### src/rtl/gpio_sw_reader.sv
// Switch input peripheral: a two-flop synchroniser and a debouncer per bit, sticky W1C change
// flags, an interrupt enable mask and a registered level interrupt, all on a small register map.
module gpio_sw_reader #(
  parameter int unsigned WIDTH           = 4,
  parameter int unsigned DEBOUNCE_CYCLES = 4
) (
  input  logic             clk_sys_i,
  input  logic             rst_i,
  input  logic [WIDTH-1:0] sw_i,
  input  logic [3:0]       addr_i,
  input  logic             re_i,
  input  logic             we_i,
  input  logic [31:0]      wdata_i,
  output logic [31:0]      rdata_o,
  output logic             irq_o
);

  localparam int unsigned CntW = $clog2(DEBOUNCE_CYCLES + 1);
  localparam logic [CntW-1:0] CntLast = CntW'(DEBOUNCE_CYCLES - 1);

  logic [WIDTH-1:0] s1_q, s2_q;
  logic [WIDTH-1:0] deb_q, deb_d;
  logic [CntW-1:0]  cnt_q [WIDTH];
  logic [CntW-1:0]  cnt_d [WIDTH];
  logic [WIDTH-1:0] chg;
  logic [WIDTH-1:0] edge_q, edge_d;
  logic [WIDTH-1:0] irq_en_q, irq_en_d;
  logic [31:0]      rdata_q, rdata_d;
  logic             irq_q;
  logic             edge_wr, irq_en_wr;
  logic             unused_bits;

  assign unused_bits = ^{addr_i[1:0], wdata_i};

  // Per-bit debounce: a level is accepted once s2 has differed for DEBOUNCE_CYCLES samples.
  always_comb begin
    deb_d = deb_q;
    cnt_d = cnt_q;
    chg   = '0;
    for (int i = 0; i < WIDTH; i++) begin
      if (s2_q[i] == deb_q[i]) begin
        cnt_d[i] = '0;
      end else if (cnt_q[i] == CntLast) begin
        deb_d[i] = s2_q[i];
        cnt_d[i] = '0;
        chg[i]   = 1'b1;
      end else begin
        cnt_d[i] = cnt_q[i] + 1'b1;
      end
    end
  end

  assign edge_wr   = we_i && (addr_i[3:2] == 2'd1);
  assign irq_en_wr = we_i && (addr_i[3:2] == 2'd2);

  // A new change on the same edge as a W1C clear keeps its flag set.
  always_comb begin
    edge_d = edge_q;
    if (edge_wr) begin
      edge_d = edge_q & ~wdata_i[WIDTH-1:0];
    end
    edge_d   = edge_d | chg;
    irq_en_d = irq_en_wr ? wdata_i[WIDTH-1:0] : irq_en_q;
  end

  // Reads see the pre-write register values.
  always_comb begin
    rdata_d = '0;
    unique case (addr_i[3:2])
      2'd0: rdata_d = 32'(deb_q);
      2'd1: rdata_d = 32'(edge_q);
      2'd2: rdata_d = 32'(irq_en_q);
      2'd3: rdata_d = 32'(s2_q);
      default: rdata_d = '0;
    endcase
  end

  always_ff @(posedge clk_sys_i) begin
    if (rst_i) begin
      s1_q     <= '0;
      s2_q     <= '0;
      deb_q    <= '0;
      cnt_q    <= '{default: '0};
      edge_q   <= '0;
      irq_en_q <= '0;
      rdata_q  <= '0;
      irq_q    <= 1'b0;
    end else begin
      s1_q     <= sw_i;
      s2_q     <= s1_q;
      deb_q    <= deb_d;
      cnt_q    <= cnt_d;
      edge_q   <= edge_d;
      irq_en_q <= irq_en_d;
      if (re_i) begin
        rdata_q <= rdata_d;
      end
      irq_q    <= |(edge_q & irq_en_q);
    end
  end

  assign rdata_o = rdata_q;
  assign irq_o   = irq_q;

endmodule

### config.mk
export PLATFORM = sky130hd
export DESIGN_NAME = gpio_sw_reader
export DESIGN_NICKNAME = d
export VERILOG_FILES = /design/src/rtl/gpio_sw_reader.sv
export SDC_FILE = /design/constraint.sdc
export NUM_CORES = 1
export LEC_CHECK = 0
export ABC_AREA = 1
export CAP_MARGIN = 20
export CORE_MARGIN = 2
export CORE_UTILIZATION = 30
export DETAILED_ROUTE_END_ITERATION = 10
export PLACE_DENSITY = 0.58
export SYNTH_ARGS = -nofsm -noshare
export SYNTH_HDL_FRONTEND = slang
export SYNTH_SLANG_ARGS = --single-unit
### constraint.sdc
create_clock -name clk_sys_i -period 2.59 [get_ports clk_sys_i]
set_clock_uncertainty 0.15 [all_clocks]
set_input_delay 0.259 -clock clk_sys_i [delete_from_list [all_inputs] [get_ports clk_sys_i]]
set_output_delay 0.259 -clock clk_sys_i [all_outputs]
set_load 0.02 [all_outputs]
==> results_dict.tcl, run 1 <==
set metrics [dict create \
    numCtsBuffers 5 \
    synth_area_sq_mm 0.00171 \
    max_freq_ghz 0.611 \
    path_clk_slew_ns 0.07 \
    powerDensity_mw_per_mm2 570 \
    holdBufCountCts 0 \
    cts-resized-gates 0 \
    area_delta_synth_final_pct 13.1 \
    start_util_pct 31.1 \
    hold_slack_ns 0.255 \
    grt_pass1_vias 1118 \
    fin_crit_sh_pct 63.2 \
    drive_gt1_share_pct 5.53 \
    ys_ff_latch 37 \
    hold_violations 0 \
    p_switching_mw 0.273 \
    vias 1204 \
    rows 27 \
    drtAntennaViolNets 0 \
    post-route-util_pct 35.2 \
    wl_per_cell_microns 8.99 \
    drc_errors 0 \
    hpwlAfterDp_mm 2.06 \
    setup_viol 0 \
    grt_pass1_wl_mm 4.81 \
    cts_max_path_buffers 2 \
    slowest_delay_ns 0.61 \
    grt_overflow_total 0 \
    cap_viol_max_count 0 \
    place.gp.congestion 0.727 \
    layout_common_cells "dfxtp_1 (37), inv_1 (31), conb_1 (28)" \
    post-cts-setup-buffer-count 0 \
    synth.largest_area_cell "dfxtp_1" \
    crit_fanout 2 \
    vdd.ir_drop.worst_uv 268 \
    h-tree-depth 2 \
    grt_antenna_before_repair 0 \
    cts_tree "built" \
    slew_violations 0 \
    fin_setup_tns_ns 0 \
    ios 77 \
    internal_power_mw 0.833 \
    synthDistinctLibCells 23 \
    grt_use_total_pct 9.78 \
    critPathTopFamily "buffers and inverters" \
    clockPowerShare_pct 35.8 \
    sequentialPowerShare_pct 53.5 \
    die-area_sq_mm 0.00633 \
    dr.first_iter.drc_count 45 \
    cp_slowest_cell "clkdlybuf4s50_1" \
    swShare_pct 24.7 \
    layout_commonest_cell "dfxtp_1" \
    slew_headroom_pct 65.3 \
    r2r_start "cnt_q[9]" \
    synth-seq-area-share_pct 43.2 \
    totalWireLength_mm 2.76 \
    r2r_slack_ns 1.31 \
    cp.arrival_ns 1.23 \
    min_path_type "flip-flop to flip-flop" \
    netlist_instances 214 \
    ys_top_cells_by_area "dfxtp_1 (43%), buf_4 (12%), inv_1 (6.8%), nor2_1 (5.9%), ha_1 (5.8%)" \
    status "complete, no violations" \
    worstPathCellList "clkdlybuf4s50_1" \
    n_antenna_cell 0 \
    core-area_sq_mm 0.00551 \
    cp-end-kind "output port" \
    portBuffers 18 \
    worstSetupStartpoint "rdata_o[2]" \
    syn_area_per_cell_sq_um 8.01 \
    pwr-share-comb_pct 10.7 \
    yosysWarnings 0 \
    die_x_microns 79.6 \
    num-fill-cells 583 \
    firstDrtPassIters 4 \
    start_kind "flip-flop" \
    grt_start_max_net_pins 22 \
    rsz0062_at_grt "false" \
    post-route-min-period_ns 1.64 \
    viasPerCell 3.92 \
    crit_buf_inv 1 \
    min-delay-start "s1_q[1]" \
    crit_required_ns 2.18 \
    path_class "flip-flop to output port" \
    clock_latency_ns 0.28 \
    cts_sinks 37 \
    fin_nets 287 \
    leakage_nw 0.832 \
    root_buffer "clkbuf_8" \
    dieHeight_microns 79.6 \
    worst_slew_pin_slew_ns 0.519 \
    synth_top_cell_area_share_pct 43.2 \
]
-- cell type report --
class,count,area (sq um),area share (%)
tap,72,90.1,4.65
multi-input combinational,139,708,36.5
clock buffer,7,86.3,4.45
sequential,37,741,38.2
timing repair buffer,19,188,9.68
inverter,33,126,6.52
-- registers in the layout, indices dropped and copies added, names as in the netlist --
| name | count |
|---|---|
| edge_q | 4 |
| irq_en_q | 4 |
| rdata_o | 4 |
| deb_q | 4 |
| irq_o | 1 |
| s2_q | 4 |
| s1_q | 4 |
| cnt_q | 12 |
-- final timing paths --
| check | end | cells past startpoint |
|---|---|---|
| worst max-delay path | rdata_o[2] | 1 |
| worst min-delay path | s2_q[1] | 2 |
| worst max register to register | cnt_q[9] | 5 |
| worst min register to register | s2_q[1] | 2 |
-- tightest hold or removal path, cell delays in order (launching register included) --
cell and delay [ns]:
dfxtp_1 0.30, inv_1 0.04, nor2_1 0.03
-- cell families after synthesis --
family                     count (synthesis)  share of synthesized area, %
adders and majority gates                  8                          5.84
AOI/OAI and AO/OA                         26                          8.69
xor gates and xnor gates                   3                          1.53
DFF                                       37                          43.2
other                                      1                         0.219
buffers and inverters                     65                          21.4
and+or+nand+nor                           74                          19.1
-- Yosys cell counts, drive strengths merged --
cell and number:
a211oi 3, a21oi 14, a41oi 1, buf 30, clkbuf 2, conb 1
dfxtp 37, ha 8, inv 33, nand2 22, nand3 20, nand4 2
nor2 29, o21ai 5, o21bai 3, or2 1, xor2 3
-- metal layers --
layer	wire length, microns	track usage [%]	up-vias
met1	1410	12.3	505
met4	27	3.62	0
li1	-	-	655
met5	0	0	-
met2	1090	14.5	39
met3	230	4.52	5
-- power by group through the flow --
stage	sequential (mW)	clock [mW]	combinational (mW)
after floorplan	0.606	0	0.112
after detailed placement	0.604	0	0.119
after CTS	0.591	0.412	0.119
final	0.591	0.396	0.119
after global routing	0.593	0.437	0.133
after global placement	0.604	0	0.118
-- metrics by stage --
step / setup slack [ns] / power (mW) / std cells / area [sq um]
3_3_place_gp: 0.801 / 0.722 / 300 / 1850
2_1_floorplan: 1.43 / 0.718 / 241 / 1820
3_5_place_dp: 0.797 / 0.723 / 300 / 1850
5_1_grt: 0.892 / 1.16 / 307 / 1940
6_report: 0.954 / 1.11 / 307 / 1940
4_1_cts: 0.937 / 1.12 / 307 / 1940
(Power assumes the default switching activity.)
==> run 2, diff against run 1 <==
Settings changed: PLACE_DENSITY 0.58 to 0.6.
Clock period 2.59 ns to 1.31 ns, I/O delays scaled along.
==> run 2 against run 1 <==
  * Flip-flop and latch count is the same
  * Routed wire length rose by 5.9%
  * First-iteration DRC count increased by 47%
  * Power increased by 97%
  * Global-route usage down 0.23 points
  * Worst hold slack worse by 0.060 ns
  * Worst setup slack lost 0.90 ns
  * Cell area up 4.8%
  * Via count rose by 3.9%
  * Count of clock-buffer cells in the layout decreased by 2
  * Sequential power rose by 98%
  * Critical endpoint is now rdata_o[0]
  * Largest cell class is now multi-input combinational cells
  * Largest power group unchanged
==> results_dict.tcl, run 2 (synthesis results as in run 1) <==
set metrics [dict create \
    final_cell_count_no_fill 314 \
    worstSetupStartpoint "rdata_o[0]" \
    cp-end-kind "output port" \
    vias 1251 \
    dp.cells 306 \
    vdd.ir_drop.worst_uv 787 \
    path_clk_slew_ns 0.07 \
    reg2regPathDepth 5 \
    internal_power_mw 1.61 \
    wl_per_cell_microns 9.31 \
    powerDensity_mw_per_mm2 1070 \
    hold_violations 0 \
    num-fill-cells 593 \
    drive_gt1_share_pct 12.0 \
    critPathTopFamily "flip-flops" \
    portBuffers 18 \
    start_util_pct 31.1 \
    dieHeight_microns 79.6 \
    dr.first_iter.drc_count 66 \
    core-area_sq_mm 0.00551 \
    whs_path_depth 3 \
    rsz0062_at_grt "false" \
    r2r_start "cnt_q[3]" \
    cap_viol_max_count 0 \
    min_to "s1_q[2]" \
    place.gp.congestion 0.777 \
    crit_buf_inv 1 \
    firstDrtPassIters 4 \
    grt_overflow_total 0 \
    slowest_delay_ns 0.35 \
    viasPerCell 3.98 \
    n_antenna_cell 0 \
    top_register "cnt_q" \
    max_freq_ghz 0.795 \
    min-delay-start "sw_i[2]" \
    largest_register_ffs 12 \
    regArea_sq_um 742 \
    clockPowerShare_pct 34.9 \
    worstPathCellList "dlygate4sd2_1" \
    slew_violations 0 \
    drtAntennaViolNets 0 \
    crit_required_ns 1.03 \
    root_buffer "clkbuf_8" \
    clock_latency_ns 0.29 \
    grt_antenna_before_repair 0 \
    drc_errors 0 \
    pwr-share-comb_pct 11.4 \
    cts_sinks 37 \
    p_switching_mw 0.574 \
    cts_tree "built" \
    sequentialPowerShare_pct 53.7 \
    fin_nets 293 \
    grt_pass1_wl_mm 4.57 \
    setup_viol 0 \
    multi_input_area_sq_um 746 \
    cts_max_path_buffers 2 \
    report.power.total_mw 2.18 \
    die_x_microns 79.6 \
    numCtsBuffers 5 \
    start_kind "flip-flop" \
    grt_use_total_pct 9.55 \
    h-tree-depth 2 \
    grt_start_max_net_pins 21 \
    swShare_pct 26.3 \
    reg2reg_to "deb_q[2]" \
    min_path_type "primary input to flip-flop" \
    layout_commonest_cell "dfxtp_1" \
    layout_common_cells "dfxtp_1 (36), inv_1 (29), conb_1 (28)" \
    fin_setup_tns_ns 0 \
    r2r_slack_ns 0.08 \
    path_class "flip-flop to output port" \
    grt_pass1_vias 1026 \
    post-route-min-period_ns 1.26 \
    cp_slowest_cell "dfxtp_1" \
    post-cts-setup-buffer-count 0 \
    status "complete, no violations" \
    crit_fanout 2 \
    rows 27 \
    area_delta_synth_final_pct 18.5 \
    fin_crit_sh_pct 96.1 \
    die-area_sq_mm 0.00633 \
    leakage_nw 0.896 \
    ios 77 \
    hpwlAfterDp_mm 2.26 \
    holdBufCountCts 0 \
    totalWireLength_mm 2.92 \
    cp.arrival_ns 0.98 \
]
-- run 2: repair_timing --
action | in CTS | in global routing
resized for setup | 5 | 11
setup endpoints to repair | 5 | 12
pin swaps | 0 | 3
-- run 2: area by class of cell --
type	instances	share of cell area (%)
Multi-Input combinational cell	139	36.7
Sequential cell	37	36.5
Timing Repair Buffer	25	11.9
Inverter	33	6.22
Tap cell	72	4.43
Clock buffer	5	3.39
Clock inverter	3	0.862
-- run 2: layer usage --
metal | share of wire [%] | GRT usage [%] | wire [microns] | vias to the layer above
li1 | - | - | - | 668
met5 | 0 | 0 | 0 | -
met4 | 1.2 | 5.17 | 34 | 0
met2 | 40 | 13.4 | 1170 | 45
met1 | 50 | 12.4 | 1450 | 534
met3 | 9.0 | 3.73 | 262 | 4
-- run 2: power groups by stage --
stage | registers, mW | clock network, mW | logic, mW
final | 1.17 | 0.761 | 0.249
after global routing | 1.17 | 0.843 | 0.276
after CTS | 1.17 | 0.798 | 0.248
after detailed placement | 1.20 | 0 | 0.251
after global placement | 1.20 | 0 | 0.250
after floorplan | 1.20 | 0 | 0.222
-- run 2: worst max-delay path by stage --
| stage | end | cells past startpoint |
|---|---|---|
| global placement | rdata_o[3] | 6 |
| floorplan | cnt_q[10] | 5 |
| global route | deb_q[2] | 5 |
| detailed placement | rdata_o[3] | 6 |
| CTS | cnt_q[10] | 5 |
| finish | rdata_o[0] | 1 |
-- run 2: metrics by stage --
stage               setup slack (ns)  cell area (sq um)  hold slack (ns)  util (%)
floorplan                      0.151               1820           0.0880         -
global placement              -0.200               1910            0.240      34.7
detailed placement            -0.204               1910            0.247      34.7
CTS                           0.0205               1990            0.185      36.2
global route                0.000255               2030            0.216      36.9
finish                        0.0514               2030            0.195      36.9
